$ cat src/rtl/regfile_wb_arbiter_if.sv
`default_nettype none
// ============================================================================
//  Module      : regfile_wb_arbiter_if
//  Description : Writeback bus between the two writeback requesters (ALU path
//                and load path), the write-port arbiter and the register file.
//                - req0_* / req1_* : valid/ready request channels
//                - wr_*            : registered register-file write port
//                - init_done       : init sweep has completed
//                - last_grant      : requester granted most recently
//                master modport = requester/observer side
//                slave modport  = arbiter side
//  Revision    : 1.0 - initial release
// ============================================================================
interface regfile_wb_arbiter_if #(
  parameter int BITSIZE = 64,
  parameter int REGSIZE = 32
);
  localparam int SW = $clog2(REGSIZE);

  logic               req0_valid;
  logic [SW-1:0]      req0_sel;
  logic [BITSIZE-1:0] req0_data;
  logic               req0_ready;

  logic               req1_valid;
  logic [SW-1:0]      req1_sel;
  logic [BITSIZE-1:0] req1_data;
  logic               req1_ready;

  logic [SW-1:0]      wr_sel;
  logic [BITSIZE-1:0] wr_data;
  logic               wr_en;
  logic               init_done;
  logic               last_grant;

  modport master (
    output req0_valid, req0_sel, req0_data,
    input  req0_ready,
    output req1_valid, req1_sel, req1_data,
    input  req1_ready,
    input  wr_sel, wr_data, wr_en, init_done, last_grant
  );

  modport slave (
    input  req0_valid, req0_sel, req0_data,
    output req0_ready,
    input  req1_valid, req1_sel, req1_data,
    output req1_ready,
    output wr_sel, wr_data, wr_en, init_done, last_grant
  );
endinterface
`default_nettype wire

$ cat src/rtl/regfile_wb_arbiter.sv
`default_nettype none
// ============================================================================
//  Module      : regfile_wb_arbiter
//  Description : Owns the single write port of the register file.
//                After reset it sweeps registers 0..ZERO_REG-1, loading each
//                with its own index. It then round-robin arbitrates the ALU
//                (req0) and load (req1) writeback requesters onto the port.
//  Ports       : clk   - clock, all state on the rising edge
//                rst_n - asynchronous active-low reset
//                bus   - slave side of regfile_wb_arbiter_if
//                        (request channels, write port, status)
//  Revision    : 1.0 - initial release
// ============================================================================
module regfile_wb_arbiter #(
  parameter int BITSIZE  = 64,
  parameter int REGSIZE  = 32,
  parameter int ZERO_REG = REGSIZE - 1
) (
  input  logic                 clk,
  input  logic                 rst_n,
  regfile_wb_arbiter_if.slave  bus
);

  localparam int            SW       = $clog2(REGSIZE);
  localparam logic [SW-1:0] ZERO_SEL = SW'(ZERO_REG);

  typedef enum logic [0:0] {
    ST_INIT = 1'b0,
    ST_RUN  = 1'b1
  } state_e;

  state_e             state_q;
  logic [SW-1:0]      cnt_q;
  logic [SW-1:0]      wr_sel_q;
  logic [BITSIZE-1:0] wr_data_q;
  logic               wr_en_q;
  logic               init_done_q;
  logic               last_grant_q;

  logic               grant_vld_d;
  logic               grant_d;
  logic [SW-1:0]      win_sel_d;
  logic [BITSIZE-1:0] win_data_d;

  // Same-cycle grant. With both requesters valid the one that did not win
  // last time gets the port, which alternates them under contention.
  always_comb begin
    grant_vld_d = 1'b0;
    grant_d     = 1'b0;
    if (state_q == ST_RUN) begin
      if (bus.req0_valid && bus.req1_valid) begin
        grant_vld_d = 1'b1;
        grant_d     = ~last_grant_q;
      end else if (bus.req0_valid) begin
        grant_vld_d = 1'b1;
        grant_d     = 1'b0;
      end else if (bus.req1_valid) begin
        grant_vld_d = 1'b1;
        grant_d     = 1'b1;
      end
    end
    win_sel_d  = grant_d ? bus.req1_sel  : bus.req0_sel;
    win_data_d = grant_d ? bus.req1_data : bus.req0_data;
  end

  assign bus.req0_ready = grant_vld_d & ~grant_d;
  assign bus.req1_ready = grant_vld_d &  grant_d;

  always_ff @(posedge clk or negedge rst_n) begin
    if (!rst_n) begin
      state_q      <= ST_INIT;
      cnt_q        <= '0;
      wr_sel_q     <= '0;
      wr_data_q    <= '0;
      wr_en_q      <= 1'b0;
      init_done_q  <= 1'b0;
      last_grant_q <= 1'b1;   // requester 0 wins the first contention
    end else begin
      case (state_q)
        ST_INIT: begin
          // cnt reaching ZERO_SEL means the last sweep write is already on
          // the port; this edge retires the sweep without writing ZERO_REG.
          if (cnt_q == ZERO_SEL) begin
            state_q     <= ST_RUN;
            init_done_q <= 1'b1;
            wr_en_q     <= 1'b0;
          end else begin
            wr_en_q   <= 1'b1;
            wr_sel_q  <= cnt_q;
            wr_data_q <= BITSIZE'(cnt_q);
            cnt_q     <= cnt_q + 1'b1;
          end
        end
        ST_RUN: begin
          if (grant_vld_d) begin
            // A write to the zero register is accepted but dropped.
            wr_sel_q     <= win_sel_d;
            wr_data_q    <= win_data_d;
            wr_en_q      <= (win_sel_d != ZERO_SEL);
            last_grant_q <= grant_d;
          end else begin
            wr_en_q <= 1'b0;
          end
        end
      endcase
    end
  end

  assign bus.wr_sel     = wr_sel_q;
  assign bus.wr_data    = wr_data_q;
  assign bus.wr_en      = wr_en_q;
  assign bus.init_done  = init_done_q;
  assign bus.last_grant = last_grant_q;

endmodule
`default_nettype wire

$ cat src/flat_wrapper.sv
// flat-port wrapper written by rule: the top's interface ports become plain ports
module regfile_wb_arbiter_flat 
#(
  parameter int BITSIZE  = 64,
  parameter int REGSIZE  = 32,
  parameter int ZERO_REG = REGSIZE - 1
)
  (clk, rst_n, bus_req0_valid, bus_req0_sel, bus_req0_data, bus_req0_ready, bus_req1_valid, bus_req1_sel, bus_req1_data, bus_req1_ready, bus_wr_sel, bus_wr_data, bus_wr_en, bus_init_done, bus_last_grant);
  regfile_wb_arbiter_if #(.BITSIZE(BITSIZE), .REGSIZE(REGSIZE)) bus_i ();
  input  logic clk;
  input  logic rst_n;
  input wire logic [$bits(bus_i.req0_valid)-1:0] bus_req0_valid;
  input wire logic [$bits(bus_i.req0_sel)-1:0] bus_req0_sel;
  input wire logic [$bits(bus_i.req0_data)-1:0] bus_req0_data;
  output wire logic [$bits(bus_i.req0_ready)-1:0] bus_req0_ready;
  input wire logic [$bits(bus_i.req1_valid)-1:0] bus_req1_valid;
  input wire logic [$bits(bus_i.req1_sel)-1:0] bus_req1_sel;
  input wire logic [$bits(bus_i.req1_data)-1:0] bus_req1_data;
  output wire logic [$bits(bus_i.req1_ready)-1:0] bus_req1_ready;
  output wire logic [$bits(bus_i.wr_sel)-1:0] bus_wr_sel;
  output wire logic [$bits(bus_i.wr_data)-1:0] bus_wr_data;
  output wire logic [$bits(bus_i.wr_en)-1:0] bus_wr_en;
  output wire logic [$bits(bus_i.init_done)-1:0] bus_init_done;
  output wire logic [$bits(bus_i.last_grant)-1:0] bus_last_grant;
  assign bus_i.req0_valid = bus_req0_valid;
  assign bus_i.req0_sel = bus_req0_sel;
  assign bus_i.req0_data = bus_req0_data;
  assign bus_req0_ready = bus_i.req0_ready;
  assign bus_i.req1_valid = bus_req1_valid;
  assign bus_i.req1_sel = bus_req1_sel;
  assign bus_i.req1_data = bus_req1_data;
  assign bus_req1_ready = bus_i.req1_ready;
  assign bus_wr_sel = bus_i.wr_sel;
  assign bus_wr_data = bus_i.wr_data;
  assign bus_wr_en = bus_i.wr_en;
  assign bus_init_done = bus_i.init_done;
  assign bus_last_grant = bus_i.last_grant;
  regfile_wb_arbiter #(.BITSIZE(BITSIZE), .REGSIZE(REGSIZE), .ZERO_REG(ZERO_REG)) u_core (.clk(clk), .rst_n(rst_n), .bus(bus_i));
endmodule
$ cat config.mk
export PLATFORM = sky130hd
export DESIGN_NAME = regfile_wb_arbiter_flat
export DESIGN_NICKNAME = d
export VERILOG_FILES = /design/src/rtl/regfile_wb_arbiter_if.sv /design/src/rtl/regfile_wb_arbiter.sv /design/src/flat_wrapper.sv
export SDC_FILE = /design/constraint.sdc
export NUM_CORES = 1
export LEC_CHECK = 0
export BUFFER_PORTS_ARGS = -buffer_cell sky130_fd_sc_hd__buf_4
export CORE_ASPECT_RATIO = 0.75
export CORE_MARGIN = 2
export CORE_UTILIZATION = 43
export CTS_CLUSTER_SIZE = 30
export DETAILED_ROUTE_END_ITERATION = 10
export GPL_ROUTABILITY_DRIVEN = 0
export PLACE_DENSITY = 0.8
export SLEW_MARGIN = 20
export SYNTH_ARGS = -nofsm -noshare
export SYNTH_HDL_FRONTEND = slang
export SYNTH_SLANG_ARGS = --single-unit
export TNS_END_PERCENT = 1
$ cat constraint.sdc
create_clock -name clk -period 2.17 [get_ports clk]
set_input_delay 0.217 -clock clk [delete_from_list [all_inputs] [get_ports clk]]
set_output_delay 0.217 -clock clk [all_outputs]
set_load 0.02 [all_outputs]
==> run_results.csv, run 1 <==
group,metric,value,unit
floorplan,start_util,44.5,%
clock_network,clk_latency,0.34,ns
clock_network,clkTransAtPathRegs,0.08,ns
logic_synthesis,synth_area_per_cell,10.0,sq um
setup_path,path_class,"reg -> out",
clock_network,clock-root-buffer,"clkbuf_8",
detailed_routing,post-route-drc-count,0,
timing,clock.fmax,490,MHz
timing,hold_violations,0,
clock_network,cts_resized,0,
timing,worst_pin_slew,0.613,ns
logic_synthesis,synth.most_common_cell,"nand2_1",
final_layout,nNetsFinal,710,
timing,finClkSkew,0.00572,ns
clock_network,cts_tree,"done",
timing,worst_slack,0.130,ns
logic_synthesis,synth.top_cell.area_share,54.6,%
setup_path,worstSetupEndpointType,"output pin",
power_and_ir_drop,p_per_area,697,nW/um^2
clock_network,cts_sinks,78,
setup_path,critPathLaunchType,"flop",
power_and_ir_drop,power.clock.fraction,27.8,%
place,dp_slack,0.192,ns
final_layout,antenna_cells,0,
logic_synthesis,yosysSeqAreaShare,55.4,%
timing,rsz0062_at_grt,"false",
place,dp.cells,659,
run_status,status,"finished clean",
timing,min_period,2.04,ns
clock_network,clockBufferDepth,2,
run,cap_viol_max_count,0,
timing,maxSlewViolCount,0,
logic_synthesis,synth_cell_types,31,
timing,slew_headroom,59.1,%
power_and_ir_drop,p_int,2.64,mW
global_routing,grt_start_max_net_pins,44,
logic_synthesis,yosysWarningCount,0,
power_and_ir_drop,power_switching,1.15,mW
floorplan,core_region_area,7920,sq um
final_layout,syn_to_final_growth,54.2,%
logic_synthesis,yosys-top-cells-count,"93 x nand2_1, 77 x dfrtp_1, 49 x a22oi_1",
logic_synthesis,synth_ff_type,"dfrtp_1",
final_layout,register_area,1950,sq um
global_routing,antenna_found_initial,0,
global_routing,grt_pass1_vias,3231,
setup_path,crit_chain,"a21boi_2 > and2_4 > buf_12 > buf_4",
logic_synthesis,syn_area,3530,sq um
setup_path,worstPathRequired,1.95,ns
global_routing,grt_pass1_wl,15700,microns
setup_path,worst-path-max-fanout,27,
power_and_ir_drop,pwr-share-comb,27.3,%
detailed_routing,wire_per_inst,15.4,microns
timing,final.setup.tns,0,ns
logic_synthesis,syn_nets,495,
detailed_routing,drt-pass1-iter-count,5,
setup_path,cp_data_arrival_time,1.82,ns
setup_path,max_stage_delay,0.42,ns
min_path,worstHoldPathType,"in -> reg",
power_and_ir_drop,irDropWorstVdd,0.406,mV
logic_synthesis,synthTopCellsByArea,"dfrtp_1 55%, a22oi_1 10%, nand2_1 9.9%, mux2i_1 5.4%, nand3_1 3.0%",
timing,fin_crit_sh,94.0,%
global_routing,overflow,0,
detailed_routing,routed_wl,10400,microns
place,buffer_ports.inserted,215,
logic_synthesis,synthCells,351,
place,dpl.hpwl,7780,microns
timing,setup_viol,0,
power_and_ir_drop,power_leakage,2.75,nW
logic_synthesis,synth_top_area_cell,"dfrtp_1",
detailed_routing,drtIter0Drc,221,
clock_network,cts_made_buffers,9,
floorplan,num_rows,28,
global_routing,grt_use_total,22.9,%
setup_path,path_delay_family,"simple AND/OR/NAND/NOR gates",
setup_path,cp_slowest_cell,"and2_4",
detailed_routing,vias,3449,
floorplan,die_area,8950,sq um
logic_synthesis,synth-edff-count,0,
floorplan,fp.dieW,109,microns
final_layout,drive_above_1_share,43.8,%
detailed_routing,drtAntennaViolNets,0,
logic_synthesis,synth.ff_latch_count,78,
logic_synthesis,synth-async-reset-ratio,100,%
clock_network,htreeDepth,3,
floorplan,die_h,82.4,microns
detailed_routing,vias_per_cell,5.10,
floorplan,io_pins,216,
setup_path,worst-path-buf-inv,2,
power_and_ir_drop,pwr-share-seq,44.9,%
power_and_ir_drop,p_sw_share,30.4,%
final_layout,instances_no_fill,676,
final_layout,fill_cells,662,
final_layout,multiInputGateArea,1410,sq um
==> cell type report <==
| class | instances | area share (%) |
|---|---|---|
| Sequential cell | 78 | 35.9 |
| Multi-Input combinational cell | 248 | 25.9 |
| Clock buffer | 10 | 2.35 |
| Inverter | 1 | 0.0690 |
| Clock inverter | 6 | 1.15 |
| Tap cell | 105 | 2.42 |
| Timing Repair Buffer | 228 | 32.2 |
==> flip-flops by register name, summed over array words and instances (netlist names) <==
| name | cells |
|---|---|
| u_core.bus.wr_data | 64 |
| u_core.bus.wr_sel | 5 |
| u_core.cnt_q | 5 |
| u_core.bus.init_done | 1 |
| u_core.bus.last_grant | 1 |
| u_core.bus.wr_en | 1 |
| u_core.state_q | 1 |
==> repair_timing <==
action	in CTS	in global routing
hold endpoints to repair	35	0
hold buffers	1	0
setup buffers	0	0
==> power groups by stage <==
stage	sequential, mW	combinational, mW	clock, mW
after floorplan	1.91	0.294	0
after global placement	1.72	1.02	0
after detailed placement	1.72	1.05	0
after CTS	1.70	1.05	1.10
after global routing	1.72	1.11	1.16
final	1.70	1.03	1.05
==> worst min-delay path, stage by stage <==
cell and delay, ns:
buf_4 0.08, nand2_1 0.04, nand2_1 0.04
==> per-layer routing <==
metal / global-route usage (%) / share of wire, % / vias to the layer above
met5: 0 / 0 / -
met4: 10.0 / 2.2 / 0
met3: 5.57 / 7.8 / 22
met2: 39.6 / 49 / 146
met1: 27.7 / 41 / 1621
li1: - / - / 1660
==> cell usage in the layout, fill, tap and decap left out, types with 2 or more instances in the layout <==
master / Yosys / routed
clkinv_2: 0 / 2
clkinvlp_4: 0 / 3
nand2_1: 93 / 93
nand3_1: 21 / 21
ha_1: 2 / 2
buf_4: 5 / 224
clkbuf_8: 0 / 9
buf_12: 3 / 3
o21ai_1: 17 / 17
a21o_1: 2 / 2
a21oi_1: 9 / 9
nor2b_1: 2 / 2
nor2_1: 11 / 11
xnor2_1: 3 / 3
a22oi_1: 49 / 49
o21ai_0: 9 / 9
dfrtp_1: 77 / 77
mux2i_1: 19 / 19
==> path summary, 6_finish.rpt <==
path	from	endpoint	slack, ns	cells after the start
min in group asynchronous	rst_n	u_core.bus.wr_data[59]	0.43	2
worst min register to register	u_core.bus.init_done	u_core.bus.init_done	0.49	1
worst max register to register	u_core.cnt_q[0]	u_core.bus.wr_data[30]	0.17	8
worst max-delay path	u_core.bus.last_grant	bus_req1_ready	0.13	4
worst min-delay path	bus_req0_data[7]	u_core.bus.wr_data[7]	0.06	3
max in group asynchronous	rst_n	u_core.bus.last_grant	1.09	3
==> metrics by stage <==
step	instance area, sq um	power, mW	hold WS [ns]	utilization [%]
6_report	5440	3.79	0.0584	68.7
5_1_grt	5440	3.99	0.0430	68.7
4_1_cts	5440	3.84	0.0346	68.7
3_5_place_dp	5240	2.77	0.204	66.2
3_3_place_gp	5240	2.75	0.199	66.2
2_1_floorplan	3530	2.20	-0.0786	-
==> kinds of logic (layout without fill, tap and decap cells) <==
family,count (synthesis),after routing,share of synthesized area [%]
DFF,78,78,55.4
buffers and inverters,25,245,4.93
adders and majority gates,2,2,0.709
muxes,20,20,5.82
and+or+nand+nor,131,131,15.2
AOI/OAI and AO/OA,92,92,17.2
xor gates and xnor gates,3,3,0.745
No activity file was read; power rests on OpenSTA's default activity.
==> inputs of run 2 (changes only) <==
ABC_AREA = 1   (was unset)
CORE_ASPECT_RATIO = unset   (was 0.75)
==> run_results.csv, run 2 <==
group,metric,value,unit
final_layout,final_area,5470,sq um
final_layout,nNetsFinal,792,
timing,slew_headroom,66.5,%
detailed_routing,post-route-drc-count,0,
global_routing,grt_use_total,23.3,%
global_routing,grt_pass1_vias,3397,
detailed_routing,vias,3718,
logic_synthesis,yosysSeqAreaShare,54.3,%
timing,min_period,2.07,ns
logic_synthesis,synth_ff_type,"dfrtp_1",
setup_path,max_stage_delay,0.61,ns
place,dpl.hpwl,8400,microns
floorplan,die_h,95.5,microns
final_layout,syn_to_final_growth,52.2,%
clock_network,htreeDepth,3,
setup_path,crit_chain,"nand2_1 > nand2_1 > nand2_2 > inv_4 > buf_4",
min_path,worstHoldPathType,"in -> reg",
logic_synthesis,synth.ff_latch_count,78,
timing,worst_pin_slew,0.502,ns
timing,clock.fmax,484,MHz
setup_path,crit_start,"u_core.state_q",
detailed_routing,drtAntennaViolNets,0,
clock_network,clk_latency,0.33,ns
logic_synthesis,yosysWarningCount,0,
setup_path,path_delay_family,"flip-flops",
final_layout,drive_above_1_share,38.0,%
clock_network,postCtsSetupBuffers,0,
place,buffer_ports.inserted,215,
timing,finClkSkew,0.0143,ns
logic_synthesis,synth.most_common_cell,"nand2_1",
clock_network,cts_tree,"done",
global_routing,overflow,0,
setup_path,worst-path-buf-inv,2,
global_routing,grt_start_max_net_pins,43,
clock_network,clockBufferDepth,2,
power_and_ir_drop,finalPower,3.94,mW
logic_synthesis,synth-simple-area-share,29.5,%
logic_synthesis,synth.top_cell.area_share,53.6,%
logic_synthesis,synth_top_area_cell,"dfrtp_1",
setup_path,r2r-start,"u_core.cnt_q[0]",
detailed_routing,drt-pass1-iter-count,5,
timing,setup_viol,0,
logic_synthesis,synthXorXnorAreaFrac,0.730,%
final_layout,finish.utilization,67.0,%
global_routing,grt_pass1_wl,16300,microns
timing,maxSlewViolCount,0,
power_and_ir_drop,irDropWorstVdd,0.402,mV
setup_path,worstPathRequired,1.95,ns
floorplan,num_rows,33,
run,cap_viol_max_count,0,
min_path,hold_start,"bus_req0_data[48]",
timing,rsz0062_at_grt,"false",
logic_synthesis,muxShareOfSynthArea,0,%
final_layout,final_common_cell,"buf_4",
timing,final.setup.tns,0,ns
floorplan,core_region_area,8180,sq um
run_status,status,"finished clean",
setup_path,cp_slowest_cell,"dfrtp_1",
logic_synthesis,synth-edff-count,0,
floorplan,io_pins,216,
detailed_routing,wire_per_inst,14.4,microns
setup_path,cp_data_arrival_time,1.85,ns
clock_network,cts_sinks,78,
final_layout,final_cell_mix,"224 x buf_4, 168 x nand2_1, 77 x dfrtp_1",
logic_synthesis,syn_nets,580,
setup_path,worst-path-max-fanout,28,
global_routing,antenna_found_initial,0,
logic_synthesis,synthCells,436,
timing,hold_violations,0,
setup_path,path_class,"reg -> out",
power_and_ir_drop,power_leakage,2.81,nW
final_layout,largest_reg_flops,64,
detailed_routing,drtIter0Drc,145,
setup_path,critPathLaunchType,"flop",
logic_synthesis,synth_area_per_cell,8.25,sq um
power_and_ir_drop,p_per_area,721,nW/um^2
clock_network,clock-root-buffer,"clkbuf_8",
floorplan,start_util,44.0,%
detailed_routing,routed_wl,10900,microns
floorplan,fp.dieW,95.5,microns
logic_synthesis,yosys-top-cells-count,"168 x nand2_1, 77 x dfrtp_1, 47 x nand3_1",
logic_synthesis,synthTopCellsByArea,"dfrtp_1 54%, nand2_1 18%, nand3_1 6.5%, nor2_1 4.1%, o21ai_0 3.3%",
logic_synthesis,syn_area,3600,sq um
detailed_routing,vias_per_cell,4.91,
logic_synthesis,synth-compound-area-share,8.52,%
setup_path,crit_top_cell,"nand2_1",
timing,holdWs,0.0937,ns
place,place_area,5250,sq um
logic_synthesis,synth_top_family_by_area,"simple AND/OR/NAND/NOR gates",
floorplan,die_area,9110,sq um
timing,fin_crit_sh,95.2,%
clock_network,clkTransAtPathRegs,0.08,ns
clock_network,cts_made_buffers,9,
logic_synthesis,synth-async-reset-ratio,100,%
setup_path,worstSetupEndpointType,"output pin",
final_layout,antenna_cells,0,
logic_synthesis,synthAdderAreaFrac,0.696,%
logic_synthesis,synth_cell_types,26,
==> run 2: cells by family (layout without fill, tap and decap cells) <==
kind of cell               Yosys count  in the layout
adders and majority gates            2              2
xor gates and xnor gates             3              3
buffers and inverters               33            250
DFF                                 78             78
AOI/OAI and AO/OA                   60             60
and+or+nand+nor                    260            260
==> run 2: where the power goes <==
| group | switching (mW) | internal [mW] | total (mW) |
|---|---|---|---|
| clock | 0.494 | 0.677 | 1.17 |
| combinational | 0.577 | 0.488 | 1.06 |
| sequential | 0.0920 | 1.62 | 1.71 |
==> run 2: layout make-up <==
cell class	instances	area (sq um)
fillers	682	2700
flip-flops and latches	78	1950
repair buffers	226	1710
multi-input cells	325	1430
clock buffers	12	145
well taps	105	131
clock inverters	4	70.1
inverters	8	32.5
==> run 2: worst paths after layout <==
check	end	slack, ns	cells after the start
min reg2reg	u_core.bus.wr_data[62]	0.50	2
max in group asynchronous	u_core.bus.wr_data[55]	1.18	3
min	u_core.bus.wr_data[48]	0.09	3
max reg2reg	u_core.bus.wr_sel[0]	0.21	9
min in group asynchronous	u_core.bus.wr_data[43]	0.39	2
max	bus_req0_ready	0.10	5
==> run 2: per-layer routing <==
| metal | part of all wire [%] | track usage (%) | wire [microns] |
|---|---|---|---|
| met5 | 0 | 0 | 0 |
| met4 | 1.8 | 7.86 | 193 |
| met3 | 6.8 | 3.48 | 749 |
| met2 | 52 | 41.9 | 5700 |
| met1 | 39 | 28.7 | 4290 |
==> run 2: worst min-delay path, stage by stage <==
cell and delay (ns):
buf_4 0.08, nand2_1 0.04, nand3_1 0.06
==> run 2: metrics by stage <==
| step | setup WS [ns] | cells |
|---|---|---|
| 6_report | 0.103 | 758 |
| 5_1_grt | 0.0279 | 758 |
| 4_1_cts | 0.0809 | 758 |
| 3_5_place_dp | 0.207 | 741 |
| 3_3_place_gp | 0.379 | 741 |
| 2_1_floorplan | 0.498 | 436 |
==> run 2: timing repair <==
action	in CTS	in global routing
endpoints found under the hold margin	35	0
gates resized for setup	0	0
endpoints found under the setup margin	0	0
hold buffers	1	0
